<file path="config.mk">
export PLATFORM = sky130hd
export DESIGN_NAME = adder_acc
export DESIGN_NICKNAME = d
export VERILOG_FILES = /design/src/rtl/adder_acc_pkg.sv /design/src/rtl/adder_acc_bank.sv /design/src/rtl/adder_acc.sv
export SDC_FILE = /design/constraint.sdc
export NUM_CORES = 1
export LEC_CHECK = 0
export BUFFER_PORTS_ARGS = -buffer_cell sky130_fd_sc_hd__buf_4
export CAP_MARGIN = 20
export CELL_PAD_IN_SITES_DETAIL_PLACEMENT = 2
export CELL_PAD_IN_SITES_GLOBAL_PLACEMENT = 2
export CORE_MARGIN = 10
export CORE_UTILIZATION = 35
export DETAILED_ROUTE_END_ITERATION = 7
export PLACE_DENSITY_LB_ADDON = 0.1
export SETUP_SLACK_MARGIN = 0.05
export SLEW_MARGIN = 20
export SYNTH_ARGS = -nofsm -noshare
export SYNTH_HDL_FRONTEND = slang
export SYNTH_HIERARCHICAL = 1
export SYNTH_SLANG_ARGS = --single-unit
</file>
<file path="constraint.sdc">
create_clock -name clk -period 5.13 [get_ports clk]
set_input_delay 0.2565 -clock clk [delete_from_list [all_inputs] [get_ports clk]]
set_output_delay 0.2565 -clock clk [all_outputs]
set_load 0.005 [all_outputs]
</file>
<file path="src/rtl/adder_acc_pkg.sv">
// Shared types, reset value and the saturate/wrap helper for adder_acc.
// Saturation is selected by defining ADDER_ACC_SAT_EN.
package pa_adder;

    localparam int unsigned RV_C = 0;
    localparam int unsigned MAXW = 64;

`ifdef ADDER_ACC_SAT_EN
    localparam bit SAT_EN = 1'b1;
`else
    localparam bit SAT_EN = 1'b0;
`endif

    typedef enum logic {
        ACC_LOAD = 1'b0,
        ACC_ADD  = 1'b1
    } acc_mode_t;

    // Callers zero-extend to MAXW and truncate the result back.
    function automatic logic [MAXW-1:0] sat_or_wrap(
        input logic            ovf,
        input logic [MAXW-1:0] wrapped,
        input logic [MAXW-1:0] maxv
    );
        return (SAT_EN && ovf) ? maxv : wrapped;
    endfunction

endpackage

</file>
<file path="src/rtl/adder_acc_bank.sv">
// Per-channel accumulator register file.
// One combinational read port and one write port.
module adder_acc_bank
    import pa_adder::*;
#(
    parameter int unsigned OUT_WIDTH = 7,
    parameter int unsigned NCH       = 4,
    parameter int unsigned CH_W      = 2
) (
    input  logic                 clk_i,
    input  logic                 reset_i,
    input  logic                 we_i,
    input  logic [CH_W-1:0]      wch_i,
    input  logic [OUT_WIDTH-1:0] wdata_i,
    input  logic [CH_W-1:0]      rch_i,
    output logic [OUT_WIDTH-1:0] rdata_o
);

    logic [OUT_WIDTH-1:0] mem_q [NCH];

    always_ff @(posedge clk_i) begin
        if (reset_i) begin
            for (int i = 0; i < NCH; i++) begin
                mem_q[i] <= OUT_WIDTH'(RV_C);
            end
        end else if (we_i) begin
            mem_q[wch_i] <= wdata_i;
        end
    end

    assign rdata_o = mem_q[rch_i];

endmodule

</file>
<file path="src/rtl/adder_acc.sv">
// Two-stage multi-channel add/accumulate pipeline with valid/ready handshakes.
// Define ADDER_ACC_SAT_EN for saturating overflow; default is wrap-around.
module adder_acc
    import pa_adder::*;
#(
    parameter  int unsigned WIDTH     = 4,
    parameter  int unsigned OUT_WIDTH = 7,
    parameter  int unsigned NCH       = 4,
    localparam int unsigned CH_W      = $clog2(NCH)
) (
    input  logic                 clk,
    input  logic                 reset,
    input  logic                 in_valid,
    output logic                 in_ready,
    input  logic [WIDTH-1:0]     a,
    input  logic [WIDTH-1:0]     b,
    input  logic [CH_W-1:0]      ch,
    input  acc_mode_t            acc,
    output logic                 out_valid,
    input  logic                 out_ready,
    output logic [OUT_WIDTH-1:0] c,
    output logic [CH_W-1:0]      out_ch,
    output logic                 ovf
);

    if (OUT_WIDTH < WIDTH + 1) begin : g_err_ow
        $error("adder_acc: OUT_WIDTH must be >= WIDTH+1");
    end
    if (NCH < 2) begin : g_err_nch
        $error("adder_acc: NCH must be >= 2");
    end
    if (OUT_WIDTH >= MAXW) begin : g_err_max
        $error("adder_acc: OUT_WIDTH too large");
    end

    logic en;
    logic take;
    logic ch_ok;

    logic             s1_valid_q, s1_valid_d;
    logic [WIDTH:0]   s1_sum_q,   s1_sum_d;
    logic [CH_W-1:0]  s1_ch_q,    s1_ch_d;
    acc_mode_t        s1_mode_q,  s1_mode_d;

    logic                 out_valid_q, out_valid_d;
    logic [OUT_WIDTH-1:0] c_q,         c_d;
    logic [CH_W-1:0]      out_ch_q,    out_ch_d;
    logic                 ovf_q,       ovf_d;

    logic [OUT_WIDTH-1:0] rd_data;
    logic [OUT_WIDTH:0]   nxt;
    logic [OUT_WIDTH-1:0] stored;
    logic                 wr_en;

    assign en       = !out_valid_q || out_ready;
    assign in_ready = en && !reset;
    assign take     = in_valid && in_ready;
    assign ch_ok    = 32'(ch) < NCH;

    always_comb begin
        s1_valid_d = s1_valid_q;
        s1_sum_d   = s1_sum_q;
        s1_ch_d    = s1_ch_q;
        s1_mode_d  = s1_mode_q;
        if (en) begin
            // Out-of-range channels are consumed but never reach stage 2.
            s1_valid_d = take && ch_ok;
            s1_sum_d   = (WIDTH+1)'(a) + (WIDTH+1)'(b);
            s1_ch_d    = ch;
            s1_mode_d  = acc;
        end
    end

    adder_acc_bank #(
        .OUT_WIDTH (OUT_WIDTH),
        .NCH       (NCH),
        .CH_W      (CH_W)
    ) u_bank (
        .clk_i   (clk),
        .reset_i (reset),
        .we_i    (wr_en),
        .wch_i   (s1_ch_q),
        .wdata_i (stored),
        .rch_i   (s1_ch_q),
        .rdata_o (rd_data)
    );

    assign nxt = ((s1_mode_q == ACC_ADD) ? (OUT_WIDTH+1)'(rd_data) : '0)
               + (OUT_WIDTH+1)'(s1_sum_q);

    assign stored = OUT_WIDTH'(sat_or_wrap(
        nxt[OUT_WIDTH],
        MAXW'(nxt[OUT_WIDTH-1:0]),
        MAXW'({OUT_WIDTH{1'b1}})
    ));

    assign wr_en = en && s1_valid_q;

    always_comb begin
        out_valid_d = out_valid_q;
        c_d         = c_q;
        out_ch_d    = out_ch_q;
        ovf_d       = ovf_q;
        if (en) begin
            out_valid_d = s1_valid_q;
        end
        if (wr_en) begin
            c_d      = stored;
            out_ch_d = s1_ch_q;
            ovf_d    = nxt[OUT_WIDTH];
        end
    end

    always_ff @(posedge clk) begin
        if (reset) begin
            s1_valid_q  <= 1'b0;
            s1_sum_q    <= '0;
            s1_ch_q     <= '0;
            s1_mode_q   <= ACC_LOAD;
            out_valid_q <= 1'b0;
            c_q         <= OUT_WIDTH'(RV_C);
            out_ch_q    <= '0;
            ovf_q       <= 1'b0;
        end else begin
            s1_valid_q  <= s1_valid_d;
            s1_sum_q    <= s1_sum_d;
            s1_ch_q     <= s1_ch_d;
            s1_mode_q   <= s1_mode_d;
            out_valid_q <= out_valid_d;
            c_q         <= c_d;
            out_ch_q    <= out_ch_d;
            ovf_q       <= ovf_d;
        end
    end

    assign out_valid = out_valid_q;
    assign c         = c_q;
    assign out_ch    = out_ch_q;
    assign ovf       = ovf_q;

endmodule

</file>
==> reports/results.ini, run 1 <==
[run_status]
status = completed

[logic_synthesis]
ys_dominant_reg_cell = edfxtp_1
synth_area_leaders = edfxtp_1 33%, dfxtp_1 16%, mux4_2 6.3%
async_reset_ff_share_pct = 0
syn_nets = 256
ys_warn_count = 6
netlist.area_leader.share_pct = 33.4
synthSimpleGateAreaFrac_pct = 23.6
synthMuxAreaShare_pct = 6.27
synthCells = 230
synthAdderAreaFrac_pct = 6.07
seq_area_frac_synth_pct = 49.3
synth_area_mm2 = 0.00252
synth-compound-area-share_pct = 9.90
synth_top_family_by_area = simple AND/OR/NAND/NOR gates
synth_xor_area_share_pct = 1.04
synth_edf_count = 28
ys_seq_elements = 48
synth_top_cell_by_area = edfxtp_1
syn-mean-instance-area_um2 = 10.9
synthDistinctLibCells = 43

[layout]
final_layout_size_suffix_gt1_share_pct = 25.6
nets = 279
final_cells = 350
diodes = 0
final_common_cell = edfxtp_1
final_util_pct = 42.2
regArea_mm2 = 0.00124
multiInputGateArea_mm2 = 0.00118
final_cell_mix = 28 x edfxtp_1, 26 x buf_4, 25 x nand2_1, 20 x dfxtp_1, 18 x a21oi_1
syn2layout_area_growth_pct = 15.8
nFillCells = 773

[timing]
setup_violations = 0
slew-limit-headroom_pct = 42.6
skew_ns = 0.0122
finalHoldViolCount = 0
final-max-slew-violation-count = 0
period_minus_slack_ns = 3.34
rsz0062_at_grt = no
fin_hold_ws_ns = 0.198
fmax_mhz = 299
setup_tns_ns = 0
period_share_pct = 65.1
worst_slew_pin_slew_ns = 0.859

[critical_path]
path_delay_family = flip-flops
cp_slowest_cell = dfxtp_1
cp_common_cell = and2_2
worst-setup-path-type = reg2reg
crit_chain = mux4_2 > and2_2 > ha_1 > inv_1 > fa_1 > nor2b_1 > o2111ai_1 > nand3_1 > a21oi_1 > and2_2
crit_buf_inv = 1
cp.required_ns = 5.31
worst_ep_arrival_time_ns = 3.52
max_stage_delay_ns = 0.86
startpoint_type = register
end_kind = register
crit_fanout = 16

[worst_hold_path]
hp-class = in2reg

[die]
die_area_mm2 = 0.0110
die_y_um = 105
die_w_um = 105
io_pins = 27
fp.coreArea_mm2 = 0.00691
rows = 30
start_util_pct = 36.4

[routing]
postRouteAntennaNets = 0
drt_iter0_markers = 52
route.detailed.drc = 0
routed-via-count = 1793
wl_per_cell_um = 18.7
vias_per_cell = 5.12
routed_wl_mm = 6.54
dr.pass1.iters = 3

[run]
drv_cap = 0

[clocking]
clk_latency_ns = 0.31
clock_sinks = 48
post_cts_buffers = 0
clkTransAtPathRegs_ns = 0.10
cts-root-buf = clkbuf_8
h-tree-depth = 2
clk_path_buf_depth = 2
cts_tree = done
cts_buffers = 5
postCtsResizedCells = 0
ctsHoldBuffers = 0

[global_routing]
grt_pass1_wl_mm = 10.9
grt_max_degree = 33
grt-ovfl-total = 0
grt.total_usage_pct = 12.3
grt_pass1_vias = 2039
antenna_found_initial = 0

[pwr]
power_density_mw_per_mm2 = 305
combPwrFrac_pct = 12.4
peakVddDrop_mv = 0.149
switching_share_pct = 24.3
p_sw_uw = 215
internal_power_uw = 673
pwr-share-seq_pct = 50.0
leakagePower_nw = 1.15
p_clk_share_pct = 37.6

[placement]
place.gp.congestion = 0.751
place_hpwl_mm = 4.76
dp_cells = 342
io_buffers = 26

-- layout make-up --
type | count | area share, %
Timing Repair Buffer | 26 | 6.70
Tap cell | 96 | 4.12
Sequential cell | 48 | 42.6
Multi-Input combinational cell | 161 | 40.4
Inverter | 11 | 1.42
Clock buffer | 5 | 2.36
Clock inverter | 3 | 2.36
-- flip-flops by register name, indices dropped and copies added (netlist names) --
name / count
s1_ch_q: 2
s1_valid_q: 1
s1_mode_q: 1
s1_sum_q: 5
c: 7
out_valid: 1
out_ch: 2
u_bank/mem_q: 28
ovf: 1
-- per-layer routing --
layer  part of all wire (%)  track usage (%)  vias to the layer above
met3                    3.0             3.07                        7
li1                       -                -                      864
met1                     46             15.0                      903
met2                     50             21.2                       19
met4                   0.99             3.24                        0
met5                      0                0                        -
-- metrics by stage --
step	worst slack, ns	area [µm²]	power [mW]
2_1_floorplan	2.36	2520	0.520
3_3_place_gp	1.80	2780	0.563
3_5_place_dp	1.81	2780	0.566
4_1_cts	1.73	2910	0.905
5_1_grt	1.46	2910	0.935
6_report	1.79	2910	0.888
-- cells in the mapped netlist, drive strengths merged (3+ instances only) --
| library cell | number |
|---|---|
| edfxtp | 28 |
| dfxtp | 20 |
| nor2b | 5 |
| a21oi | 19 |
| clkbuf | 6 |
| mux4 | 7 |
| nand3 | 10 |
| and2 | 33 |
| a21o | 3 |
| ha | 9 |
| nand2 | 25 |
| xnor2 | 3 |
| nor2 | 12 |
| buf | 4 |
| inv | 11 |
-- cell families after synthesis --
family,Yosys count
and+or+nand+nor,102
buffers and inverters,21
DFF,48
AOI/OAI and AO/OA,38
muxes,7
xor gates and xnor gates,3
adders and majority gates,11
-- power groups by stage --
stage	Clock (mW)	Sequential [mW]	Combinational, mW
3_5_place_dp	0	0.453	0.112
5_1_grt	0.361	0.447	0.127
4_1_cts	0.347	0.445	0.113
6_report	0.334	0.444	0.110
2_1_floorplan	0	0.445	0.0751
3_3_place_gp	0	0.452	0.111
-- final timing paths --
kind,start,endpoint,slack [ns],cells past startpoint
setup reg to reg,s1_ch_q[0],u_bank/mem_q[1][6],1.79,10
hold / removal,ch[1],s1_ch_q[1],0.20,3
hold reg to reg,ovf,ovf,0.47,2
setup / recovery,s1_ch_q[0],u_bank/mem_q[1][6],1.79,10
-- worst reg2reg max path: stages, from the launching register on --
cell	delay, ns
dfxtp_1	0.86
mux4_2	0.61
and2_2	0.21
ha_1	0.19
inv_1	0.07
fa_1	0.20
nor2b_1	0.08
o2111ai_1	0.37
nand3_1	0.13
a21oi_1	0.29
and2_2	0.21
Note: power is estimated with default switching activity, not from simulation.
==> inputs of run 2 (changes only) <==
Settings changed: ABC_AREA from default to 1.
Clock period 5.13 ns to 3.3 ns, I/O delays scaled along.
==> run 2 against run 1 <==
  * Clock skew is 0.0029 ns lower
  * Via count is 25% higher
  * Critical endpoint is now u_bank/mem_q[2][6]
  * Combinational power is 140% higher
  * Global-route usage is 2.6 points higher
  * Sequential power is 56% higher
  * Largest power group unchanged
  * Setup slack worse by 1.2 ns
  * Worst hold slack worse by 0.083 ns
  * Non-clock buffer count is 4 higher
  * Power is 66% higher
  * Critical path type unchanged
  * First-iteration DRC count is 100% higher
  * Highest routed layer unchanged
  * Final area is 5.2% higher
==> reports/results.ini, run 2 <==
[run_status]
status = completed

[pwr]
leakagePower_nw = 1.48
peakVddDrop_mv = 0.179
power_density_mw_per_mm2 = 480

[logic_synthesis]
synthMuxAreaShare_pct = 0
async_reset_ff_share_pct = 0
synthAdderAreaFrac_pct = 5.74
synth-compound-area-share_pct = 5.08
ys_top_cells_by_count = 68 x nand2_1, 66 x inv_1, 54 x nor2_1
syn_nets = 361
synth_xor_area_share_pct = 0.989
synth_area_leaders = edfxtp_1 32%, dfxtp_1 15%, nand2_1 9.6%
synth_top_cell_by_area = edfxtp_1
ys_seq_elements = 48
synth.most_common_cell = nand2_1
seq_area_frac_synth_pct = 46.7
synthDistinctLibCells = 27
synthSimpleGateAreaFrac_pct = 28.5
ys_dominant_reg_cell = edfxtp_1
synth_edf_count = 28
synthCells = 335
ys_warn_count = 6
synth_top_family_by_area = simple AND/OR/NAND/NOR gates
syn-mean-instance-area_um2 = 7.93
netlist.area_leader.share_pct = 31.6
synth_area_mm2 = 0.00266

[routing]
postRouteAntennaNets = 0
vias_per_cell = 4.85
route.detailed.drc = 0
routed_wl_mm = 8.08
routed-via-count = 2247
drt_iter0_markers = 104
dr.pass1.iters = 4
wl_per_cell_um = 17.5

[clocking]
postCtsResizedCells = 0
ctsHoldBuffers = 0
clock_sinks = 48
clk_path_buf_depth = 2
clk_latency_ns = 0.30
clkTransAtPathRegs_ns = 0.09
cts_tree = done
h-tree-depth = 2
post_cts_buffers = 0
cts_buffers = 5
cts-root-buf = clkbuf_8

[layout]
nFillCells = 842
regArea_mm2 = 0.00124
largest_register = u_bank/mem_q
largest_register_ffs = 28
final_layout_size_suffix_gt1_share_pct = 15.7
syn2layout_area_growth_pct = 15.3
nets = 389
diodes = 0
final_cell_mix = 68 x nand2_1, 66 x inv_1, 54 x nor2_1, 30 x buf_4, 28 x edfxtp_1
final_common_cell = nand2_1
multiInputGateArea_mm2 = 0.00107

[critical_path]
r2r_cells = 16
max_stage_delay_ns = 0.41
crit_chain = buf_4 > inv_1 > nand3_1 > nand2_1 > nand2_1 > inv_1 > ha_1 > inv_1 > fa_1 > nor2_2 > nand2_1 > nand3_1 > nand2_1 > nand2_1 > inv_1 > nor3_1
cp.required_ns = 3.43
worst_ep_arrival_time_ns = 2.82
startpoint_type = register
r2r_setup_slack_ns = 0.61
worst-setup-path-type = reg2reg
cp_slowest_cell = fa_1
end_kind = register
path_delay_family = simple AND/OR/NAND/NOR gates
crit_fanout = 13
cp_common_cell = nand2_1
crit_buf_inv = 5
cp.depth = 16

[timing]
setup_violations = 0
period_share_pct = 81.6
final-max-slew-violation-count = 0
skew_ns = 0.00928
finalHoldViolCount = 0
fmax_mhz = 372
slew-limit-headroom_pct = 50.2
worst_slew_pin_slew_ns = 0.739
rsz0062_at_grt = no
period_minus_slack_ns = 2.69
setup_tns_ns = 0
fin_hold_ws_ns = 0.115

[global_routing]
grt_pass1_wl_mm = 13.5
grt.total_usage_pct = 14.9
grt_pass1_vias = 2542
antenna_found_initial = 0
grt_max_degree = 20
grt-ovfl-total = 0

[worst_hold_path]
min_path_cells = 3
hp-class = in2reg

[die]
fp.coreArea_mm2 = 0.00733
start_util_pct = 36.3
die_area_mm2 = 0.0115
io_pins = 27
die_y_um = 107
die_w_um = 107
rows = 31

[run]
drv_cap = 0

[placement]
io_buffers = 26
place.gp.congestion = 0.760
place_hpwl_mm = 6.03

run 2: cell types whose count changed in the layout (fill, tap and decap cells not counted), moves of 4 or more:
cell     before  now
inv_1        10   66
buf_4        26   30
a21oi_1      18    9
and2_1       17    0
o21ai_0       2    9
nor2_1       12   54
inv_2         1    6
and2_2       16    0
nor2_4        0    4
o21ai_1       0    9
mux4_2        7    0
nand2_1      25   68
nor2b_1       5    0
nand3_1      10   22
run 2: worst register-to-register path, stage by stage, from the launching register on:
cell and delay (ns):
dfxtp_1 0.31, buf_4 0.18, inv_1 0.24, nand3_1 0.12, nand2_1 0.07, nand2_1 0.05
inv_1 0.09, ha_1 0.17, inv_1 0.08, fa_1 0.41, nor2_2 0.18, nand2_1 0.10
nand3_1 0.08, nand2_1 0.07, nand2_1 0.06, inv_1 0.09, nor3_1 0.24
run 2: power breakdown:
group / internal (mW) / switching (mW) / total, mW / leakage (nW)
clock network: 0.303 / 0.207 / 0.510 / 0.0654
logic: 0.0898 / 0.178 / 0.268 / 0.960
registers: 0.672 / 0.0205 / 0.693 / 0.455
run 2: kinds of logic after synthesis:
kind of cell,after synthesis
XOR/XNOR,3
AO/OA/AOI/OAI,27
flip-flops,48
buffers and inverters,81
adder cells (fa/ha/maj),11
AND/OR/NAND/NOR,165
run 2: worst paths after layout:
kind                                   from                 end
worst max-delay path             s1_ch_q[1]  u_bank/mem_q[2][6]
worst min-delay path                  ch[1]          s1_ch_q[1]
worst max register to register   s1_ch_q[1]  u_bank/mem_q[2][6]
worst min register to register  s1_sum_q[0]         s1_sum_q[0]
run 2: final cells by class:
| cell class | count | share of cell area, % |
|---|---|---|
| multi-input combinational | 206 | 35.0 |
| tap | 99 | 4.04 |
| inverter | 72 | 8.82 |
| timing repair buffer | 30 | 7.35 |
| clock buffer | 6 | 2.37 |
| sequential | 48 | 40.5 |
| clock inverter | 2 | 1.96 |
run 2: metal layers:
metal	part of all wire (%)	global-route usage (%)
met1	44	18.1
met2	52	26.6
met3	2.3	2.81
met4	0.95	3.09
met5	0	0
run 2: through the flow:
| stage | setup slack (ns) | power, mW | cell area, µm² | instances | util (%) |
|---|---|---|---|---|---|
| after CTS | 0.574 | 1.49 | 3060 | 463 | 41.8 |
| after detailed placement | 0.606 | 0.974 | 2930 | 455 | 40.0 |
| after global routing | 0.378 | 1.55 | 3060 | 463 | 41.8 |
| after floorplan | 0.970 | 0.871 | 2660 | 335 | - |
| after global placement | 0.734 | 0.962 | 2930 | 455 | 40.0 |
| final | 0.609 | 1.47 | 3060 | 463 | 41.8 |
==> inputs of run 3 (changes only) <==
Settings changed: ABC_AREA 1 to 0.
Clock period 3.3 ns to 2.5 ns, I/O delays scaled along.
==> run 3 against run 2 <==
  * The flow now finishes with violations (setup timing)
  * Cell count decreased by 19%
  * Setup slack worse by 0.65 ns
  * Maximum frequency increased by 5.8%
  * Clock-buffer cell count is 1 lower
  * Clock skew up 0.0019 ns
  * Sequential power grew 31%
  * Global-route usage is 1.2 points lower
  * Die area shrank 4.3%
  * Routed wire length is 4.8% lower
  * Core utilization up 5.5 points
  * Register-to-register slack worse by 0.65 ns
  * Critical endpoint is now u_bank/mem_q[0][4]
  * Largest cell class is now multi-input combinational cells
  * Largest power group unchanged
==> reports/results.ini, run 3 (same netlist as run 1, synthesis figures left out) <==
[layout]
multiInputGateArea_mm2 = 0.00136
final_cell_mix = 49 x buf_4, 28 x edfxtp_1, 24 x nand2_1, 18 x dfxtp_1, 17 x and2_1
final_common_cell = buf_4
syn2layout_area_growth_pct = 29.9
final_util_pct = 47.3
largest_register = u_bank/mem_q
regArea_mm2 = 0.00125
nFillCells = 728
diodes = 0
largest_register_ffs = 28
final_layout_size_suffix_gt1_share_pct = 41.0
nets = 303

[routing]
top_layer = met4
vias_per_cell = 5.09
wl_met2_mm = 3.98
drt_iter0_markers = 70
dr.pass1.iters = 4
wl_met3_um = 175
met1Wirelength_mm = 3.46
routed-via-count = 1904
postRouteAntennaNets = 0
routed_wl_mm = 7.69
route.detailed.drc = 0
wl_per_cell_um = 20.6

[timing]
slew-limit-headroom_pct = 64.2
setup_violations = 8
finalHoldViolCount = 0
fmax_mhz = 393
period_minus_slack_ns = 2.54
rsz0062_at_grt = yes
period_share_pct = 102
skew_ns = 0.0112
setup_ws_ns = -0.0434
worst_slew_pin_slew_ns = 0.534
final-max-slew-violation-count = 0

[die]
die_area_mm2 = 0.0110
start_util_pct = 36.4
die_y_um = 105
io_pins = 27
die_w_um = 105
fp.coreArea_mm2 = 0.00691
rows = 30

[clocking]
clk_latency_ns = 0.31
clkTransAtPathRegs_ns = 0.10
ctsHoldBuffers = 0
clk_path_buf_depth = 2
cts-root-buf = clkbuf_8
cts_tree = done
clock_sinks = 48
cts_buffers = 5
h-tree-depth = 2

[placement]
place_hpwl_mm = 5.58
io_buffers = 26
place.gp.congestion = 0.733

[worst_hold_path]
min_to = s1_valid_q
min_from = in_valid
min_path_cells = 3
hp-class = in2reg

[critical_path]
cp.required_ns = 2.57
startpoint_type = register
max_stage_delay_ns = 0.50
crit_fanout = 6
worst_ep_arrival_time_ns = 2.61
reg2reg_from = s1_ch_q[0]
crit_chain = mux4_2 > and2_4 > ha_4 > inv_2 > fa_2 > nor2b_4 > or2_4 > a21oi_4 > xnor2_2 > and2_1
worst-setup-path-type = reg2reg
r2r_cells = 10
r2r_setup_slack_ns = -0.04
end_kind = register
cp_slowest_cell = mux4_2
rr_endpoint = u_bank/mem_q[0][4]

[global_routing]
grt_pass1_vias = 2153
grt_pass1_wl_mm = 12.0
antenna_found_initial = 0
grt.total_usage_pct = 13.7
grt_max_degree = 33
grt-ovfl-total = 0

[run]
drv_cap = 0

[pwr]
power_density_mw_per_mm2 = 559
leakagePower_nw = 1.28
total_power_mw = 1.83
peakVddDrop_mv = 0.239

[run_status]
violations = setup timing
status = complete, but fails checks

-- run 3: changes by cell type in the layout (fill, tap and decap cells not counted), moves of 15 or more --
| cell | previous run | this run |
|---|---|---|
| and2_1 | 0 | 17 |
| nand3_1 | 22 | 7 |
| nand2_1 | 68 | 24 |
| buf_4 | 30 | 49 |
| nor2_1 | 54 | 10 |
| inv_1 | 66 | 9 |
-- run 3: how the worst max path moves through the flow --
stage	startpoint	end	slack [ns]	cells past startpoint
final	s1_ch_q[0]	u_bank/mem_q[0][4]	-0.04	10
after global routing	s1_ch_q[0]	u_bank/mem_q[3][4]	-0.15	10
after CTS	s1_ch_q[0]	u_bank/mem_q[3][4]	-0.05	10
after detailed placement	s1_ch_q[0]	u_bank/mem_q[0][4]	-0.08	10
after global placement	s1_ch_q[0]	u_bank/mem_q[2][3]	-0.02	9
after floorplan	s1_ch_q[0]	u_bank/mem_q[3][4]	-0.04	11
-- run 3: what timing repair did --
item / CTS / global route
resized for setup: 10 / 9
pin swaps: 10 / 10
setup buffers: 4 / 2
endpoints found under the setup margin: 18 / 21
-- run 3: critical path, delay by kind of cell (launching register included) --
family,cells,cell delay (ns)
muxes,1,0.50
adders and majority gates,2,0.40
AOI/OAI and AO/OA,1,0.17
and+or+nand+nor,4,0.63
xor gates and xnor gates,1,0.11
DFF,1,0.43
buffers and inverters,1,0.06
-- run 3: per-layer routing --
metal / vias to the layer above / track usage, %
met2: 23 / 24.2
met5: - / 0
met3: 8 / 2.52
met4: 0 / 3.24
met1: 963 / 16.7
li1: 910 / -
-- run 3: cell type report --
| cell class | count | area share [%] |
|---|---|---|
| clock buffers | 5 | 2.11 |
| clock inverters | 3 | 1.42 |
| inverters | 11 | 1.26 |
| multi-input cells | 161 | 41.5 |
| flip-flops and latches | 48 | 38.1 |
| well taps | 96 | 3.68 |
| repair buffers | 50 | 11.9 |
-- run 3: report_power, final --
group,switching (mW),internal (mW)
sequential,0.0312,0.878
clock,0.291,0.302
combinational,0.171,0.155
total,0.493,1.33
-- run 3: metrics by stage --
step / cells / setup WS, ns / hold slack, ns / TNS (ns) / area, µm²
after CTS: 373 / -0.0508 / 0.0592 / -0.277 / 3220
final: 374 / -0.0434 / 0.0614 / -0.232 / 3270
after global routing: 374 / -0.145 / 0.0540 / -1.50 / 3270
after global placement: 361 / -0.0157 / 0.382 / -0.0157 / 3010
after detailed placement: 361 / -0.0809 / 0.390 / -0.649 / 3010
after floorplan: 230 / -0.0449 / 0.255 / -0.245 / 2610
